`src/rtl/i2c_byte_rx_pkg.sv`:
```
// i2c_rx_pkg: shared types and constants for the I2C slave byte receiver.
package i2c_rx_pkg;

  localparam int         BIT_CNT_W        = 3;
  localparam logic [6:0] DEFAULT_DEV_ADDR = 7'h50;

  localparam logic [2:0] ENC_IDLE     = 3'd0;
  localparam logic [2:0] ENC_ADDR     = 3'd1;
  localparam logic [2:0] ENC_ADDR_ACK = 3'd2;
  localparam logic [2:0] ENC_DATA     = 3'd3;
  localparam logic [2:0] ENC_DATA_ACK = 3'd4;
  localparam logic [2:0] ENC_IGNORE   = 3'd5;

  typedef enum logic [2:0] {
    ST_IDLE     = ENC_IDLE,
    ST_ADDR     = ENC_ADDR,
    ST_ADDR_ACK = ENC_ADDR_ACK,
    ST_DATA     = ENC_DATA,
    ST_DATA_ACK = ENC_DATA_ACK,
    ST_IGNORE   = ENC_IGNORE
  } i2c_rx_state_t;

  // True when the 7 address bits of a received address byte equal dev_addr.
  function automatic logic addr_hit(input logic [7:0] addr_byte, input logic [6:0] dev_addr);
    return (addr_byte[7:1] == dev_addr);
  endfunction

endpackage

```
`src/rtl/i2c_byte_rx_if.sv`:
```
// i2c_byte_rx_if: I2C pad lines plus the event/byte hand-off to the downstream sequencer.
interface i2c_byte_rx_if;
  logic       sda;
  logic       scl;
  logic       sda_oe;
  logic       start_det;
  logic       stop_det;
  logic       byte_valid;
  logic [7:0] byte_data;
  logic       rw;
  logic       addr_match;
  logic       busy;
  logic [2:0] state_dbg;

  modport slave (
    input  sda, scl,
    output sda_oe, start_det, stop_det, byte_valid, byte_data,
           rw, addr_match, busy, state_dbg
  );

  modport master (
    output sda, scl,
    input  sda_oe, start_det, stop_det, byte_valid, byte_data,
           rw, addr_match, busy, state_dbg
  );
endinterface

```
`src/rtl/i2c_byte_rx_line_sync.sv`:
```
// i2c_line_sync: synchroniser, optional glitch filter (I2C_GLITCH_FILTER_EN)
// and rise/fall edge detection for one open-drain I2C line.
module i2c_line_sync #(
  parameter int SYNC_STAGES = 2,
  parameter int FILT_LEN    = 3
) (
  input  logic clk,
  input  logic reset,
  input  logic line,
  output logic level,
  output logic rise,
  output logic fall
);

  logic [SYNC_STAGES-1:0] sync_r;
  logic                   synced_s;
  logic                   level_s;
  logic                   prev_r;

  // Metastability chain; resets to the idle-high bus level so no edge is seen on release.
  always_ff @(posedge clk) begin
    if (!reset) begin
      sync_r <= '1;
    end else begin
      sync_r <= {sync_r[SYNC_STAGES-2:0], line};
    end
  end

  assign synced_s = sync_r[SYNC_STAGES-1];

`ifdef I2C_GLITCH_FILTER_EN
  localparam int CNT_W = $clog2(FILT_LEN + 1);

  logic             filt_r;
  logic [CNT_W-1:0] cnt_r;

  // Accept a new level only after it has been stable for FILT_LEN consecutive cycles.
  always_ff @(posedge clk) begin
    if (!reset) begin
      filt_r <= 1'b1;
      cnt_r  <= '0;
    end else if (synced_s != filt_r) begin
      if (cnt_r == CNT_W'(FILT_LEN - 1)) begin
        filt_r <= synced_s;
        cnt_r  <= '0;
      end else begin
        cnt_r <= cnt_r + CNT_W'(1);
      end
    end else begin
      cnt_r <= '0;
    end
  end

  assign level_s = filt_r;
`else
  assign level_s = synced_s;
`endif

  // One-cycle delayed copy of the conditioned level for edge detection.
  always_ff @(posedge clk) begin
    if (!reset) begin
      prev_r <= 1'b1;
    end else begin
      prev_r <= level_s;
    end
  end

  assign level = level_s;
  assign rise  = level_s & ~prev_r;
  assign fall  = ~level_s & prev_r;

endmodule

```
`src/rtl/i2c_byte_rx.sv`:
```
// i2c_byte_rx: I2C slave receive front end. Detects START/STOP, shifts bytes in
// MSB-first, matches DEV_ADDR, drives the ACK and hands write bytes downstream.
// Optional input glitch filter is enabled with the macro I2C_GLITCH_FILTER_EN.
module i2c_byte_rx
  import i2c_rx_pkg::*;
#(
  parameter logic [6:0] DEV_ADDR    = DEFAULT_DEV_ADDR,
  parameter int         SYNC_STAGES = 2,
  parameter int         FILT_LEN    = 3
) (
  input  logic           clk,
  input  logic           reset,
  i2c_byte_rx_if.slave   bus
);

  logic sda_lvl_s, sda_rise_s, sda_fall_s;
  logic scl_lvl_s, scl_rise_s, scl_fall_s;
  logic start_s, stop_s;
  logic [7:0] byte_s;

  i2c_rx_state_t        state_r, state_nxt_s;
  logic [BIT_CNT_W-1:0] bit_cnt_r, bit_cnt_nxt_s;
  logic [7:0]           shreg_r, shreg_nxt_s;
  logic                 ack_phase_r, ack_phase_nxt_s;
  logic                 sda_oe_r, sda_oe_nxt_s;
  logic                 start_det_r, start_det_nxt_s;
  logic                 stop_det_r, stop_det_nxt_s;
  logic                 byte_valid_r, byte_valid_nxt_s;
  logic [7:0]           byte_data_r, byte_data_nxt_s;
  logic                 rw_r, rw_nxt_s;
  logic                 addr_match_r, addr_match_nxt_s;
  logic                 busy_r, busy_nxt_s;

  i2c_line_sync #(.SYNC_STAGES(SYNC_STAGES), .FILT_LEN(FILT_LEN)) u_sda_sync (
    .clk(clk), .reset(reset), .line(bus.sda),
    .level(sda_lvl_s), .rise(sda_rise_s), .fall(sda_fall_s)
  );

  i2c_line_sync #(.SYNC_STAGES(SYNC_STAGES), .FILT_LEN(FILT_LEN)) u_scl_sync (
    .clk(clk), .reset(reset), .line(bus.scl),
    .level(scl_lvl_s), .rise(scl_rise_s), .fall(scl_fall_s)
  );

  assign start_s = sda_fall_s & scl_lvl_s;
  assign stop_s  = sda_rise_s & scl_lvl_s;
  assign byte_s  = {shreg_r[6:0], sda_lvl_s};

  // Next-state and next-output logic; bus conditions override bit sampling.
  always_comb begin
    state_nxt_s      = state_r;
    bit_cnt_nxt_s    = bit_cnt_r;
    shreg_nxt_s      = shreg_r;
    ack_phase_nxt_s  = ack_phase_r;
    sda_oe_nxt_s     = sda_oe_r;
    start_det_nxt_s  = 1'b0;
    stop_det_nxt_s   = 1'b0;
    byte_valid_nxt_s = 1'b0;
    byte_data_nxt_s  = byte_data_r;
    rw_nxt_s         = rw_r;
    addr_match_nxt_s = addr_match_r;
    busy_nxt_s       = busy_r;

    if (start_s) begin
      start_det_nxt_s  = 1'b1;
      busy_nxt_s       = 1'b1;
      addr_match_nxt_s = 1'b0;
      bit_cnt_nxt_s    = '0;
      sda_oe_nxt_s     = 1'b0;
      ack_phase_nxt_s  = 1'b0;
      state_nxt_s      = ST_ADDR;
    end else if (stop_s) begin
      stop_det_nxt_s   = 1'b1;
      busy_nxt_s       = 1'b0;
      addr_match_nxt_s = 1'b0;
      sda_oe_nxt_s     = 1'b0;
      ack_phase_nxt_s  = 1'b0;
      state_nxt_s      = ST_IDLE;
    end else begin
      case (state_r)
        ST_ADDR, ST_DATA: begin
          if (scl_rise_s) begin
            shreg_nxt_s   = byte_s;
            bit_cnt_nxt_s = bit_cnt_r + BIT_CNT_W'(1);
            if (bit_cnt_r == BIT_CNT_W'(7)) begin
              ack_phase_nxt_s = 1'b0;
              if (state_r == ST_DATA) begin
                byte_data_nxt_s  = byte_s;
                byte_valid_nxt_s = 1'b1;
                state_nxt_s      = ST_DATA_ACK;
              end else if (addr_hit(byte_s, DEV_ADDR)) begin
                rw_nxt_s    = byte_s[0];
                state_nxt_s = ST_ADDR_ACK;
              end else begin
                state_nxt_s = ST_IGNORE;
              end
            end else begin
              state_nxt_s = state_r;
            end
          end else begin
            state_nxt_s = state_r;
          end
        end
        ST_ADDR_ACK, ST_DATA_ACK: begin
          // First scl fall (end of bit 8) pulls sda; second fall (end of bit 9) releases it.
          if (scl_fall_s) begin
            if (!ack_phase_r) begin
              sda_oe_nxt_s    = 1'b1;
              ack_phase_nxt_s = 1'b1;
            end else begin
              sda_oe_nxt_s    = 1'b0;
              ack_phase_nxt_s = 1'b0;
              if (state_r == ST_ADDR_ACK) begin
                addr_match_nxt_s = 1'b1;
                state_nxt_s      = rw_r ? ST_IGNORE : ST_DATA;
              end else begin
                state_nxt_s = ST_DATA;
              end
            end
          end else begin
            state_nxt_s = state_r;
          end
        end
        default: begin
          state_nxt_s = state_r;
        end
      endcase
    end
  end

  // State and output registers with synchronous active-low reset.
  always_ff @(posedge clk) begin
    if (!reset) begin
      state_r      <= ST_IDLE;
      bit_cnt_r    <= '0;
      shreg_r      <= 8'h00;
      ack_phase_r  <= 1'b0;
      sda_oe_r     <= 1'b0;
      start_det_r  <= 1'b0;
      stop_det_r   <= 1'b0;
      byte_valid_r <= 1'b0;
      byte_data_r  <= 8'h00;
      rw_r         <= 1'b0;
      addr_match_r <= 1'b0;
      busy_r       <= 1'b0;
    end else begin
      state_r      <= state_nxt_s;
      bit_cnt_r    <= bit_cnt_nxt_s;
      shreg_r      <= shreg_nxt_s;
      ack_phase_r  <= ack_phase_nxt_s;
      sda_oe_r     <= sda_oe_nxt_s;
      start_det_r  <= start_det_nxt_s;
      stop_det_r   <= stop_det_nxt_s;
      byte_valid_r <= byte_valid_nxt_s;
      byte_data_r  <= byte_data_nxt_s;
      rw_r         <= rw_nxt_s;
      addr_match_r <= addr_match_nxt_s;
      busy_r       <= busy_nxt_s;
    end
  end

  assign bus.sda_oe     = sda_oe_r;
  assign bus.start_det  = start_det_r;
  assign bus.stop_det   = stop_det_r;
  assign bus.byte_valid = byte_valid_r;
  assign bus.byte_data  = byte_data_r;
  assign bus.rw         = rw_r;
  assign bus.addr_match = addr_match_r;
  assign bus.busy       = busy_r;
  assign bus.state_dbg  = state_r;

endmodule

```
`src/flat_wrapper.sv`:
```
// flat-port wrapper written by rule: the top's interface ports become plain ports
module i2c_byte_rx_flat import i2c_rx_pkg::*;
#(
  parameter logic [6:0] DEV_ADDR    = DEFAULT_DEV_ADDR,
  parameter int         SYNC_STAGES = 2,
  parameter int         FILT_LEN    = 3
)
  (clk, reset, bus_sda, bus_scl, bus_sda_oe, bus_start_det, bus_stop_det, bus_byte_valid, bus_byte_data, bus_rw, bus_addr_match, bus_busy, bus_state_dbg);
  i2c_byte_rx_if bus_i ();
  input  logic clk;
  input  logic reset;
  input wire logic [$bits(bus_i.sda)-1:0] bus_sda;
  input wire logic [$bits(bus_i.scl)-1:0] bus_scl;
  output wire logic [$bits(bus_i.sda_oe)-1:0] bus_sda_oe;
  output wire logic [$bits(bus_i.start_det)-1:0] bus_start_det;
  output wire logic [$bits(bus_i.stop_det)-1:0] bus_stop_det;
  output wire logic [$bits(bus_i.byte_valid)-1:0] bus_byte_valid;
  output wire logic [$bits(bus_i.byte_data)-1:0] bus_byte_data;
  output wire logic [$bits(bus_i.rw)-1:0] bus_rw;
  output wire logic [$bits(bus_i.addr_match)-1:0] bus_addr_match;
  output wire logic [$bits(bus_i.busy)-1:0] bus_busy;
  output wire logic [$bits(bus_i.state_dbg)-1:0] bus_state_dbg;
  assign bus_i.sda = bus_sda;
  assign bus_i.scl = bus_scl;
  assign bus_sda_oe = bus_i.sda_oe;
  assign bus_start_det = bus_i.start_det;
  assign bus_stop_det = bus_i.stop_det;
  assign bus_byte_valid = bus_i.byte_valid;
  assign bus_byte_data = bus_i.byte_data;
  assign bus_rw = bus_i.rw;
  assign bus_addr_match = bus_i.addr_match;
  assign bus_busy = bus_i.busy;
  assign bus_state_dbg = bus_i.state_dbg;
  i2c_byte_rx #(.DEV_ADDR(DEV_ADDR), .SYNC_STAGES(SYNC_STAGES), .FILT_LEN(FILT_LEN)) u_core (.clk(clk), .reset(reset), .bus(bus_i));
endmodule
```
`config.mk`:
```
export PLATFORM = sky130hd
export DESIGN_NAME = i2c_byte_rx_flat
export DESIGN_NICKNAME = d
export VERILOG_FILES = /design/src/rtl/i2c_byte_rx_pkg.sv /design/src/rtl/i2c_byte_rx_if.sv /design/src/rtl/i2c_byte_rx_line_sync.sv /design/src/rtl/i2c_byte_rx.sv /design/src/flat_wrapper.sv
export SDC_FILE = /design/constraint.sdc
export NUM_CORES = 1
export LEC_CHECK = 0
export BUFFER_PORTS_ARGS = -buffer_cell sky130_fd_sc_hd__buf_2
export CAP_MARGIN = 40
export CORE_MARGIN = 3
export CORE_UTILIZATION = 30
export CTS_CLUSTER_SIZE = 8
export DETAILED_ROUTE_END_ITERATION = 8
export GPL_TIMING_DRIVEN = 0
export SYNTH_ARGS = -nofsm -noshare
export SYNTH_HDL_FRONTEND = slang
export SYNTH_SLANG_ARGS = --single-unit
export TNS_END_PERCENT = 5
```
`constraint.sdc`:
```
create_clock -name clk -period 2.1 [get_ports clk]
set_input_delay 0.105 -clock clk [delete_from_list [all_inputs] [get_ports clk]]
set_output_delay 0.105 -clock clk [all_outputs]
set_load 0.005 [all_outputs]
```
# ---- After elaboration in Yosys (flattened, before gate mapping)
# Cells that the tools add are included.
dict set report word_totals {
  regBits 35
  output_inout_bits 18
  elab_cells 87
}
dict set report classes {
  eq_ne 14
  bitwise_logic 17
  add_sub_neg 1
  n_reduce_logical 17
  muxes 21
}
# operator count
set op_table {}
lappend op_table {{$mux 3} 8}
lappend op_table {{$ne 4x1->1 const B} 4}
lappend op_table {{$reduce_and 4->1} 3}
lappend op_table {{$mux 1} 11}
lappend op_table {{$not 1->1} 11}
lappend op_table {{$reduce_and 5->1} 2}
lappend op_table {{$ne 2x1->1 const B} 4}
lappend op_table {{$eq 7x7->1 const B} 1}
lappend op_table {{$reduce_and 7->1} 1}
lappend op_table {{$and 1x1->1} 6}
lappend op_table {{$eq 3x2->1 const B} 2}
lappend op_table {{$eq 3x3->1 const B} 2}
lappend op_table {{$pmux 3 s2} 1}
lappend op_table {{$reduce_and 6->1} 1}
lappend op_table {{$reduce_or 2->1} 3}
lappend op_table {{$reduce_or 6->1} 1}
lappend op_table {{$reduce_bool 2->1} 2}
lappend op_table {{$reduce_bool 4->1} 1}
lappend op_table {{$add 3x1->3 const B} 1}
lappend op_table {{$eq 3x1->1 const B} 1}
lappend op_table {{$reduce_and 3->1} 1}
lappend op_table {{$reduce_or 3->1} 1}
lappend op_table {{$pmux 1 s2} 1}
lappend op_table {{$reduce_and 2->1} 1}

# ---- Longest topological paths before layout
# Gate-level depths: netlist (run 1).
dict set report logic_depth {
  ltp_word 8
  ltp_mapped 7
}

# ---- Cells and area by module
# A second synthesis (run 1) with hierarchy kept.
dict set report unflattened {
  hier_cells 136
  hier_area_um2 1405.1
}
# mod n_inst area_per_inst_um2 cells_per_inst
set modules_own_cells {}
lappend modules_own_cells {i2c_byte_rx 1 1222.4 120}
lappend modules_own_cells {i2c_line_sync 2 91.3 8}

# ---- Worst setup path after synthesis (run 1)
# Ideal clock, no wire load.
dict set report synth_path {
  path_kind {register to register}
  from {register u_core.bit_cnt_r[0]}
  to {register u_core.byte_data_r[0], in the netlist u_core.bus.byte_data[0]}
  arrival_ns 1.721
  synth_period_minus_slack_ns 1.837
  setup_ns 0.116
  path_slack_ns 0.263
  t_required_ns 1.984
  path_stages_with_launch 7
  path_cell_list {dfxtp_1 ha_1 ha_1 nand4b_4 a2111oi_4 mux2i_1 nor2b_1}
}
dict set report synth_between {
  elab_chain_cells 2
}
# element line_no
set synth_rtl {}
lappend synth_rtl {{from (decl)} i2c_byte_rx.sv:22} ;# logic [BIT_CNT_W-1:0] bit_cnt_r, bit_cnt_nxt_s;
lappend synth_rtl {{from (signal assigned)} i2c_byte_rx.sv:147} ;# bit_cnt_r <= bit_cnt_nxt_s;
lappend synth_rtl {{$eq 3x3->1} i2c_byte_rx.sv:84} ;# if (bit_cnt_r == BIT_CNT_W'(7)) begin
lappend synth_rtl {{$reduce_and 6->1 (no source line)} n/a}
lappend synth_rtl {{to (signal assigned)} i2c_byte_rx.sv:154} ;# byte_data_r <= byte_data_nxt_s;
lappend synth_rtl {{to (decl)} i2c_byte_rx.sv:29} ;# logic [7:0] byte_data_r, byte_data_nxt_s;
# Every way passes these cells.
# A chain may end at the register's enable or synchronous reset.

# ---- Worst setup path after layout (run 1)
dict set report layout_path {
  from {register u_core.bit_cnt_r[0]}
  to {register u_core.state_r[1], in the netlist u_core.bus.state_dbg[1]}
}
dict set report layout_between {
  elab_chain_cells 3
}
# element line_no
set layout_rtl {}
lappend layout_rtl {{$eq 3x3->1} i2c_byte_rx.sv:84}
lappend layout_rtl {{$ne 2x1->1 (no source line)} n/a}
lappend layout_rtl {{$reduce_and 5->1 (no source line)} n/a}
lappend layout_rtl {{to (signal assigned)} i2c_byte_rx.sv:146} ;# state_r <= state_nxt_s;
lappend layout_rtl {{to (decl)} i2c_byte_rx.sv:21} ;# i2c_rx_state_t state_r, state_nxt_s;
# Every way passes these cells.

==> summary.md, run 1 <==
## Flow run
* MaxCap Viol Count: 0

## Cells and area
* most frequent cells in the layout: 35 x sky130_fd_sc_hd__dfxtp_1, 22 x sky130_fd_sc_hd__buf_2, 17 x sky130_fd_sc_hd__mux2i_1, 16 x sky130_fd_sc_hd__nor2b_1, 9 x sky130_fd_sc_hd__nand2_1
* # nets final: 180
* fraction of final layout cells with drive strength greater than 1: 22.3%
* Layout area overhead: 21.7%
* Ant. Diodes: 0
* count of placed standard cells in the final layout, fillers left out: 240
* leading cell type in the layout, fill and taps excluded: sky130_fd_sc_hd__dfxtp_1
* area of all placed cells without fillers: 1780 um2
* share of the core filled with cells in the final layout: 39.2%
* Fillers: 488

## Pwr
* portion of total power attributed to combinational logic: 3.7%
* Internal Pwr Total: 918 uW
* Switch Pwr: 266 uW
* leakage power of the design: 0.759 nW
* worst ir drop on vdd: 0.206 mV
* Power Dens Cells: 666 nW/um2
* Final Power: 1.18 mW
* Flop pwr share: 57.2%
* fraction of power spent switching nets: 22.4%
* clock share of power: 39.1%

## GRT
* number of global-route vias before repair: 964
* overall routing resource usage: 10.8%
* met3 Usage GRT: 3.43%
* global route total overflow: 0
* global-route wire length before repair: 4.50 mm
* GRT met1 Usage: 14.1%
* number of antenna violations at the first check in global routing: 0
* largest net degree at the start of global routing: 12
* Global Route met2 Usage: 15.7%
* layer with the highest usage after global routing: met2

## Setup path
* RR Startpoint: u_core.bit_cnt_r[0]
* CP Data Required Time: 2.27 ns
* kind of end point of the critical path: flop
* critical setup path kind: reg2reg
* crit path max fanout: 6
* CP startpoint kind: flop
* endpoint arrival time on the critical path: 2.12 ns
* minimum setup slack among reg-to-reg paths: 0.16 ns
* reg2reg end: u_core.bus.state_dbg[1]
* worst-case reg-to-reg path depth: 7

## Floorplan
* starting density of the core: 32.2%
* die outline width: 75.8 um
* total die area: 5740 um2
* Std-Cell Core Area: 4530 um2
* count of boundary I/O pins: 22
* vertical die dimension: 75.8 um
* num rows: 24

## Yosys
* dominant cell type by area after synthesis: sky130_fd_sc_hd__dfxtp_1
* Post-synth ARST share: 0%
* largest cells by area after synthesis: sky130_fd_sc_hd__dfxtp_1 48%, sky130_fd_sc_hd__mux2i_1 12%, sky130_fd_sc_hd__nor2b_1 6.8%
* mean instance size in the synthesized netlist: 10.2 um2
* dominant synthesized flop cell: sky130_fd_sc_hd__dfxtp_1
* number of flops mapped to enable cells by yosys: 0
* Mapped Nets: 149
* area of the mapped netlist: 1460 um2
* gate count after technology mapping: 143
* number of distinct library cells after synthesis: 37
* number of register bits inferred by synthesis: 35
* number of warnings reported in the yosys synthesis log: 0
* sequential share of the synthesized area: 47.9%
* share of Yosys cell area claimed by the top area cell type: 47.9%

## Place
* area of placed instances: 1650 um2
* final RePlAce weighted congestion: 0.821
* number of port buffers: 21
* HPWL Detailed: 1.92 mm
* post-placement setup slack: -0.0136 ns
* DP Cell Count: 229

## Clocking
* clk sinks: 35
* total clock buffers created by CTS: 5
* Worst-Skew Late Latency: 0.29 ns
* post-CTS clock slew at the launch and capture registers of the worst setup and hold paths: 0.07 ns
* total number of H-tree levels: 2
* CTS tree: built
* buffer type at the clock tree root: sky130_fd_sc_hd__clkbuf_8
* buffer depth of the longest clock path: 2

## Timing
* worst slew pin tran: 0.450 ns
* Max Clock Freq: 514 MHz
* post-route setup TNS: 0 ns
* Max-slew headroom: 69.6%
* number of failing setup endpoints in the final timing report: 0
* number of max-slew violations in the final report: 0
* post-route clock skew: 0.00958 ns
* setup repair after global routing missed its margin: true
* worst hold margin: 0.130 ns
* worst setup slack after layout: 0.155 ns
* Final Cycle Share: 92.6%
* final critical path time including I/O delays and setup: 1.94 ns
* Final Hold Viols: 0

## Status
* run status: complete, no violations

## Routing
* Avg WL per Cell: 11.4 um
* count of nets left with antenna violations after detail routing: 0
* detailed-route via count: 1,068
* number of DRC markers after the initial detailed-route iteration: 36
* detailed-route wire length: 2.73 mm
* drt first pass iters: 4
* drt via density: 4.45
* drt drc: 0

## Hold path
* Cells on Worst Hold Path: 2
* startpoint of the lowest-slack hold path: reset
* Tightest Hold Check Type: in2reg
* endpoint with the worst hold slack: u_core.bus.start_det

-- flip-flops by register name, summed over array words and instances (netlist names) --
name,flops
u_core.bus.stop_det,1
u_core.shreg_r,7
u_core.bus.busy,1
u_core.bus.addr_match,1
u_core.bus.start_det,1
u_core.bus.sda_oe,1
u_core.u_scl_sync.sync_r,2
u_core.u_sda_sync.prev_r,1
u_core.bus.byte_valid,1
u_core.u_sda_sync.sync_r,2
u_core.ack_phase_r,1
u_core.bus.byte_data,8
u_core.bus.rw,1
u_core.bit_cnt_r,3
u_core.bus.state_dbg,3
u_core.u_scl_sync.prev_r,1
-- cells by family after synthesis --
family | after synthesis | synth area share, %
AO/OA/AOI/OAI | 18 | 9.42
adder cells (fa/ha/maj) | 2 | 1.71
multiplexers | 17 | 11.6
buffers and inverters | 10 | 2.91
flip-flops | 35 | 47.9
XOR/XNOR | 2 | 1.20
AND/OR/NAND/NOR | 59 | 25.2
-- layer usage --
| layer | part of all wire, % | vias up |
|---|---|---|
| met1 | 50 | 488 |
| met4 | 2.1 | 0 |
| li1 | - | 558 |
| met3 | 4.5 | 4 |
| met2 | 43 | 18 |
| met5 | 0 | - |
-- synth_stat cells, types with 3 or more instances --
cell type	n
sky130_fd_sc_hd__a21oi_1	5
sky130_fd_sc_hd__nor2b_1	16
sky130_fd_sc_hd__dfxtp_1	35
sky130_fd_sc_hd__nand2_1	9
sky130_fd_sc_hd__inv_1	3
sky130_fd_sc_hd__clkbuf_1	5
sky130_fd_sc_hd__nand2b_1	6
sky130_fd_sc_hd__o21ai_0	3
sky130_fd_sc_hd__and3_1	3
sky130_fd_sc_hd__nor2_1	7
sky130_fd_sc_hd__mux2i_1	17
-- power groups by stage --
stage | Clock, mW | Combinational (mW) | Sequential, mW
global route | 0.514 | 0.0507 | 0.678
finish | 0.463 | 0.0440 | 0.677
CTS | 0.480 | 0.0453 | 0.677
global placement | 0 | 0.0418 | 0.693
floorplan | 0 | 0.0286 | 0.691
detailed placement | 0 | 0.0419 | 0.692
-- worst max-delay path by stage --
stage / end / from
after floorplan: u_core.bus.byte_data[0] / u_core.bit_cnt_r[0]
after global placement: u_core.bus.byte_data[6] / u_core.bit_cnt_r[0]
after detailed placement: u_core.bus.byte_data[7] / u_core.bit_cnt_r[0]
after CTS: u_core.bus.byte_data[7] / u_core.bus.state_dbg[2]
after global routing: u_core.bus.state_dbg[1] / u_core.bit_cnt_r[0]
final: u_core.bus.state_dbg[1] / u_core.bit_cnt_r[0]
-- cell type report --
type / count / area (um2) / area share, %
multi-input combinational: 98 / 724 / 40.7
clock buffer: 5 / 68.8 / 3.87
clock inverter: 3 / 15.0 / 0.844
inverter: 3 / 11.3 / 0.633
timing repair buffer: 24 / 145 / 8.16
sequential: 35 / 701 / 39.4
tap: 65 / 81.3 / 4.57
buffer: 7 / 31.3 / 1.76
-- worst max-delay path, cell delays in order, from the launching register on --
cell and delay (ns):
sky130_fd_sc_hd__dfxtp_1 0.35, sky130_fd_sc_hd__ha_1 0.16, sky130_fd_sc_hd__ha_1 0.21, sky130_fd_sc_hd__nand4b_4 0.12
sky130_fd_sc_hd__a21oi_1 0.24, sky130_fd_sc_hd__o22ai_2 0.19, sky130_fd_sc_hd__a2111o_1 0.42, sky130_fd_sc_hd__nor3b_1 0.14
-- timing repair --
action / in CTS / in global routing
hold buffers: 2 / 0
endpoints found under the hold margin: 2 / 0
pin swaps: 1 / 1
setup buffers: 0 / 1
setup endpoints to repair: 8 / 9
gates resized for setup: 0 / 1
(Power assumes the default switching activity.)
==> run 2, diff against run 1 <==
--- a/config.mk
+++ b/config.mk
@@ -7,6 +7,7 @@
 export LEC_CHECK = 0
 export BUFFER_PORTS_ARGS = -buffer_cell sky130_fd_sc_hd__buf_2
 export CAP_MARGIN = 40
+export CORE_ASPECT_RATIO = 1.4
 export CORE_MARGIN = 3
 export CORE_UTILIZATION = 30
 export CTS_CLUSTER_SIZE = 8
==> run 2 against run 1 <==
Routed wire length increased by 3.3%. Critical endpoint unchanged. Design area unchanged. Non-clock buffer count is the same. Highest routed layer unchanged. Register-to-register slack worse by 0.03 ns. Critical path depth stayed put.
==> summary.md, run 2 (synthesis gave the netlist of run 1 again) <==
## Cells and area
* Ant. Diodes: 0
* leading cell type in the layout, fill and taps excluded: sky130_fd_sc_hd__dfxtp_1
* Fillers: 498
* footprint of the flip-flops and latches: 701 um2
* Layout area overhead: 21.7%
* most frequent cells in the layout: 35 x sky130_fd_sc_hd__dfxtp_1, 22 x sky130_fd_sc_hd__buf_2, 17 x sky130_fd_sc_hd__mux2i_1, 16 x sky130_fd_sc_hd__nor2b_1, 9 x sky130_fd_sc_hd__nand2_1
* share of the core filled with cells in the final layout: 38.6%
* area of all placed cells without fillers: 1780 um2
* number of flip-flops under the largest register name: 8
* fraction of final layout cells with drive strength greater than 1: 21.8%
* area of the multi-input gates: 724 um2
* # nets final: 180

## Floorplan
* num rows: 29
* vertical die dimension: 88.6 um
* die outline width: 65.0 um
* total die area: 5760 um2
* count of boundary I/O pins: 22
* starting density of the core: 31.7%
* Std-Cell Core Area: 4610 um2

## Setup path
* RR Startpoint: u_core.bit_cnt_r[0]
* critical setup path kind: reg2reg
* kind of end point of the critical path: flop
* crit path max fanout: 6
* worst-case reg-to-reg path depth: 7
* Worst setup endpoint: u_core.bus.state_dbg[1]
* launching element of the worst setup path: u_core.bit_cnt_r[0]
* minimum setup slack among reg-to-reg paths: 0.13 ns
* endpoint arrival time on the critical path: 2.14 ns
* reg2reg end: u_core.bus.state_dbg[1]
* CP Data Required Time: 2.27 ns
* CP startpoint kind: flop

## GRT
* number of antenna violations at the first check in global routing: 0
* global route total overflow: 0
* largest net degree at the start of global routing: 11
* global-route wire length before repair: 4.86 mm
* number of global-route vias before repair: 1,050
* overall routing resource usage: 11.2%

## Clocking
* post-CTS clock slew at the launch and capture registers of the worst setup and hold paths: 0.07 ns
* CTS tree: built
* buffer type at the clock tree root: sky130_fd_sc_hd__clkbuf_8
* total clock buffers created by CTS: 5
* total number of H-tree levels: 2
* buffer depth of the longest clock path: 2
* clk sinks: 35
* Worst-Skew Late Latency: 0.28 ns

## Place
* post-placement setup slack: -0.00403 ns
* area of placed instances: 1640 um2
* final RePlAce weighted congestion: 0.727
* number of port buffers: 21
* HPWL Detailed: 2.02 mm

## Pwr
* clock share of power: 40.3%
* Internal Pwr Total: 949 uW
* Flop pwr share: 56.1%
* fraction of power spent switching nets: 21.4%
* Power Dens Cells: 679 nW/um2
* portion of total power attributed to combinational logic: 3.6%
* leakage power of the design: 0.758 nW
* Switch Pwr: 258 uW
* worst ir drop on vdd: 0.380 mV

## Timing
* post-route clock skew: 0.00646 ns
* final critical path time including I/O delays and setup: 1.97 ns
* number of max-slew violations in the final report: 0
* worst setup slack after layout: 0.129 ns
* number of failing setup endpoints in the final timing report: 0
* worst slew pin tran: 0.407 ns
* Final Hold Viols: 0
* setup repair after global routing missed its margin: false
* Max Clock Freq: 507 MHz
* Max-slew headroom: 72.5%
* Final Cycle Share: 93.9%

## Routing
* detailed-route via count: 1,088
* drt drc: 0
* number of DRC markers after the initial detailed-route iteration: 16
* drt via density: 4.61
* drt first pass iters: 4
* count of nets left with antenna violations after detail routing: 0
* Avg WL per Cell: 11.9 um
* detailed-route wire length: 2.82 mm

## Status
* run status: complete, no violations

## Hold path
* Tightest Hold Check Type: in2reg

## Flow run
* MaxCap Viol Count: 0

[run 2: cell types whose count changed in the layout (fill, tap and decap cells not counted), sizes merged]
cell,change
clkinv,-2
clkbuf,+1
[run 2: layer usage]
metal	vias up	wire length, um	GRT usage [%]
met2	18	1330	18.5
li1	555	-	-
met4	0	76	6.92
met3	7	129	3.43
met1	508	1290	12.6
met5	-	0	0
[run 2: metrics by stage]
stage / power [mW] / hold WS, ns / setup TNS [ns] / cells
after floorplan: 0.720 / 0.206 / 0 / 143
after global placement: 0.735 / 0.287 / 0 / 226
after detailed placement: 0.735 / 0.289 / -0.00403 / 226
after CTS: 1.23 / 0.138 / 0 / 235
after global routing: 1.26 / 0.148 / 0 / 236
final: 1.21 / 0.141 / 0 / 236
[run 2: worst min-delay path by stage]
stage / from / slack [ns] / end / cells after the start
2_1_floorplan: bus_scl / 0.21 / u_core.u_scl_sync.sync_r[0] / 1
3_5_place_dp: bus_sda / 0.29 / u_core.u_sda_sync.sync_r[0] / 2
5_1_grt: reset / 0.15 / u_core.bus.start_det / 2
4_1_cts: reset / 0.14 / u_core.bus.start_det / 2
6_report: reset / 0.14 / u_core.bus.start_det / 2
3_3_place_gp: bus_sda / 0.29 / u_core.u_sda_sync.sync_r[0] / 2
[run 2: power groups by stage]
stage / clock network [mW] / registers [mW] / logic, mW
after detailed placement: 0 / 0.693 / 0.0423
final: 0.486 / 0.677 / 0.0439
after CTS: 0.508 / 0.677 / 0.0453
after global placement: 0 / 0.692 / 0.0422
after floorplan: 0 / 0.691 / 0.0286
after global routing: 0.531 / 0.678 / 0.0496
[run 2: worst max-delay path: stages, from the launching register on]
cell,delay [ns]
sky130_fd_sc_hd__dfxtp_1,0.36
sky130_fd_sc_hd__ha_1,0.16
sky130_fd_sc_hd__ha_1,0.21
sky130_fd_sc_hd__nand4b_4,0.13
sky130_fd_sc_hd__a21oi_1,0.24
sky130_fd_sc_hd__o22ai_2,0.19
sky130_fd_sc_hd__a2111o_1,0.43
sky130_fd_sc_hd__nor3b_1,0.14
[run 2: area by class of cell]
| class | instances | share of cell area, % |
|---|---|---|
| inverters | 3 | 0.633 |
| repair buffers | 24 | 8.16 |
| multi-input cells | 98 | 40.7 |
| clock inverters | 1 | 0.281 |
| flip-flops and latches | 35 | 39.4 |
| clock buffers | 6 | 4.64 |
| well taps | 62 | 4.36 |
| plain buffers | 7 | 1.76 |
[run 2: what timing repair did]
item,CTS,global route
resized for setup,0,1
hold buffers,2,0
hold endpoints to repair,2,0
pin swaps,1,1
gates cloned,0,0
setup buffers,0,1
endpoints found under the setup margin,1,9
==> run 3, diff against run 2 <==
--- a/config.mk
+++ b/config.mk
@@ -7,12 +7,13 @@
 export LEC_CHECK = 0
 export BUFFER_PORTS_ARGS = -buffer_cell sky130_fd_sc_hd__buf_2
 export CAP_MARGIN = 40
-export CORE_ASPECT_RATIO = 1.4
+export CORE_ASPECT_RATIO = 2
 export CORE_MARGIN = 3
 export CORE_UTILIZATION = 30
 export CTS_CLUSTER_SIZE = 8
 export DETAILED_ROUTE_END_ITERATION = 8
 export GPL_TIMING_DRIVEN = 0
+export MAX_ROUTING_LAYER = met4
 export SYNTH_ARGS = -nofsm -noshare
 export SYNTH_HDL_FRONTEND = slang
 export SYNTH_SLANG_ARGS = --single-unit
==> run 3 against run 2 <==
Clock power fell by 4%. Clock skew rose by 0.0028 ns. Worst setup slack got worse by 0.035 ns. Combinational power barely moved. Final cell count fell by 3.0%. Sequential cell count did not move. Core utilization fell by 0.93 points. Sequential share of layout area rose by 0.68 points. Largest power group unchanged.
==> summary.md, run 3 (synthesis gave the netlist of run 1 again) <==
## Clocking
* clk sinks: 35
* total clock buffers created by CTS: 5
* buffer depth of the longest clock path: 2
* CTS tree: built
* Worst-Skew Late Latency: 0.29 ns
* post-CTS clock slew at the launch and capture registers of the worst setup and hold paths: 0.07 ns
* total number of H-tree levels: 2
* buffer type at the clock tree root: sky130_fd_sc_hd__clkbuf_8

## Status
* run status: complete, no violations

## Cells and area
* # nets final: 179
* number of flip-flops under the largest register name: 8
* area of all placed cells without fillers: 1750 um2
* count of placed standard cells in the final layout, fillers left out: 229
* footprint of the flip-flops and latches: 701 um2
* share of the core filled with cells in the final layout: 37.7%
* area of the multi-input gates: 718 um2
* most frequent cells in the layout: 35 x sky130_fd_sc_hd__dfxtp_1, 22 x sky130_fd_sc_hd__buf_2, 17 x sky130_fd_sc_hd__mux2i_1, 16 x sky130_fd_sc_hd__nor2b_1, 9 x sky130_fd_sc_hd__nand2_1
* Ant. Diodes: 0
* Fillers: 495
* leading cell type in the layout, fill and taps excluded: sky130_fd_sc_hd__dfxtp_1
* fraction of final layout cells with drive strength greater than 1: 21.3%
* Layout area overhead: 19.6%

## Floorplan
* num rows: 35
* total die area: 5800 um2
* vertical die dimension: 105 um
* Std-Cell Core Area: 4640 um2
* starting density of the core: 31.5%
* count of boundary I/O pins: 22
* die outline width: 55.4 um

## GRT
* number of global-route vias before repair: 1,078
* global-route wire length before repair: 5.00 mm
* overall routing resource usage: 11.4%
* number of antenna violations at the first check in global routing: 0
* global route total overflow: 0
* largest net degree at the start of global routing: 11

## Setup path
* endpoint arrival time on the critical path: 2.18 ns
* critical setup path kind: reg2reg
* launching element of the worst setup path: u_core.bit_cnt_r[0]
* RR Startpoint: u_core.bit_cnt_r[0]
* CP Data Required Time: 2.28 ns
* crit path max fanout: 6
* kind of end point of the critical path: flop
* CP startpoint kind: flop

## Timing
* Max-slew headroom: 68.5%
* post-route clock skew: 0.00930 ns
* Final Cycle Share: 95.5%
* worst slew pin tran: 0.472 ns
* Final Hold Viols: 0
* number of max-slew violations in the final report: 0
* worst hold margin: 0.00726 ns
* setup repair after global routing missed its margin: false
* number of failing setup endpoints in the final timing report: 0
* Max Clock Freq: 498 MHz
* final critical path time including I/O delays and setup: 2.01 ns

## Routing
* detailed-route via count: 1,085
* drt first pass iters: 4
* detailed-route wire length: 3.02 mm
* Avg WL per Cell: 13.2 um
* count of nets left with antenna violations after detail routing: 0
* drt via density: 4.74
* number of DRC markers after the initial detailed-route iteration: 13
* drt drc: 0

## Pwr
* Flop pwr share: 57.0%
* fraction of power spent switching nets: 22.3%
* worst ir drop on vdd: 0.651 mV
* clock share of power: 39.3%
* portion of total power attributed to combinational logic: 3.7%
* Internal Pwr Total: 923 uW
* leakage power of the design: 0.752 nW
* Power Dens Cells: 680 nW/um2
* Switch Pwr: 266 uW

## Flow run
* MaxCap Viol Count: 0

## Place
* HPWL Detailed: 2.26 mm
* final RePlAce weighted congestion: 0.807
* number of port buffers: 21
* area of placed instances: 1640 um2
* DP Cell Count: 219

## Hold path
* Tightest Hold Check Type: in2reg
* startpoint of the lowest-slack hold path: bus_sda

-- run 3: cell count changes in the layout (fill, tap and decap cells not counted) --
cell                            change
sky130_fd_sc_hd__o22ai_1            +1
sky130_fd_sc_hd__o22ai_2            -1
sky130_fd_sc_hd__dlygate4sd3_1      -1
sky130_fd_sc_hd__clkbuf_8           -1
sky130_fd_sc_hd__clkbuf_2           +1
sky130_fd_sc_hd__clkbuf_1           +1
-- run 3: per-stage QoR --
step | setup WS, ns | setup TNS, ns | power [mW]
2_1_floorplan | 0.263 | 0 | 0.720
3_3_place_gp | -0.00754 | -0.0128 | 0.735
3_5_place_dp | -0.0185 | -0.0540 | 0.735
4_1_cts | 0.0205 | 0 | 1.20
5_1_grt | 0.00405 | 0 | 1.23
6_report | 0.0935 | 0 | 1.19
-- run 3: power groups by stage --
| stage | Combinational (mW) | Clock (mW) | Sequential [mW] |
|---|---|---|---|
| global route | 0.0486 | 0.506 | 0.679 |
| global placement | 0.0427 | 0 | 0.692 |
| finish | 0.0437 | 0.468 | 0.677 |
| floorplan | 0.0286 | 0 | 0.691 |
| detailed placement | 0.0427 | 0 | 0.693 |
| CTS | 0.0445 | 0.479 | 0.677 |
-- run 3: what timing repair did --
item | CTS | global route
hold buffers | 1 | 0
endpoints found under the hold margin | 1 | 0
setup endpoints to repair | 8 | 10
resized for setup | 0 | 2
setup buffers | 0 | 1
cloned | 0 | 0
pin swaps | 1 | 1
-- run 3: cell type report --
cell class / instances / area share [%]
clock inverters: 1 / 0.286
plain buffers: 7 / 1.86
well taps: 55 / 3.94
multi-input cells: 98 / 41.1
inverters: 3 / 0.644
repair buffers: 23 / 7.73
clock buffers: 7 / 4.37
flip-flops and latches: 35 / 40.1
-- run 3: worst paths after layout --
check / depth (start not counted) / slack [ns] / to
max reg2reg: 7 / 0.09 / u_core.bus.state_dbg[1]
min reg2reg: 1 / 0.41 / u_core.u_sda_sync.sync_r[1]
min: 2 / 0.007 / u_core.u_sda_sync.sync_r[0]
max: 7 / 0.09 / u_core.bus.state_dbg[1]
-- run 3: worst max-delay path, stage by stage (launching register included) --
cell	delay, ns
sky130_fd_sc_hd__dfxtp_1	0.36
sky130_fd_sc_hd__ha_1	0.15
sky130_fd_sc_hd__ha_1	0.24
sky130_fd_sc_hd__nand4b_4	0.14
sky130_fd_sc_hd__a21oi_1	0.21
sky130_fd_sc_hd__o22ai_1	0.22
sky130_fd_sc_hd__a2111o_1	0.45
sky130_fd_sc_hd__nor3b_1	0.15
-- run 3: per-layer routing --
layer | global-route usage (%) | routed length, um
met1 | 10.7 | 1200
met2 | 20.0 | 1630
met3 | 2.97 | 84
met4 | 7.48 | 106
met5 | - | 0
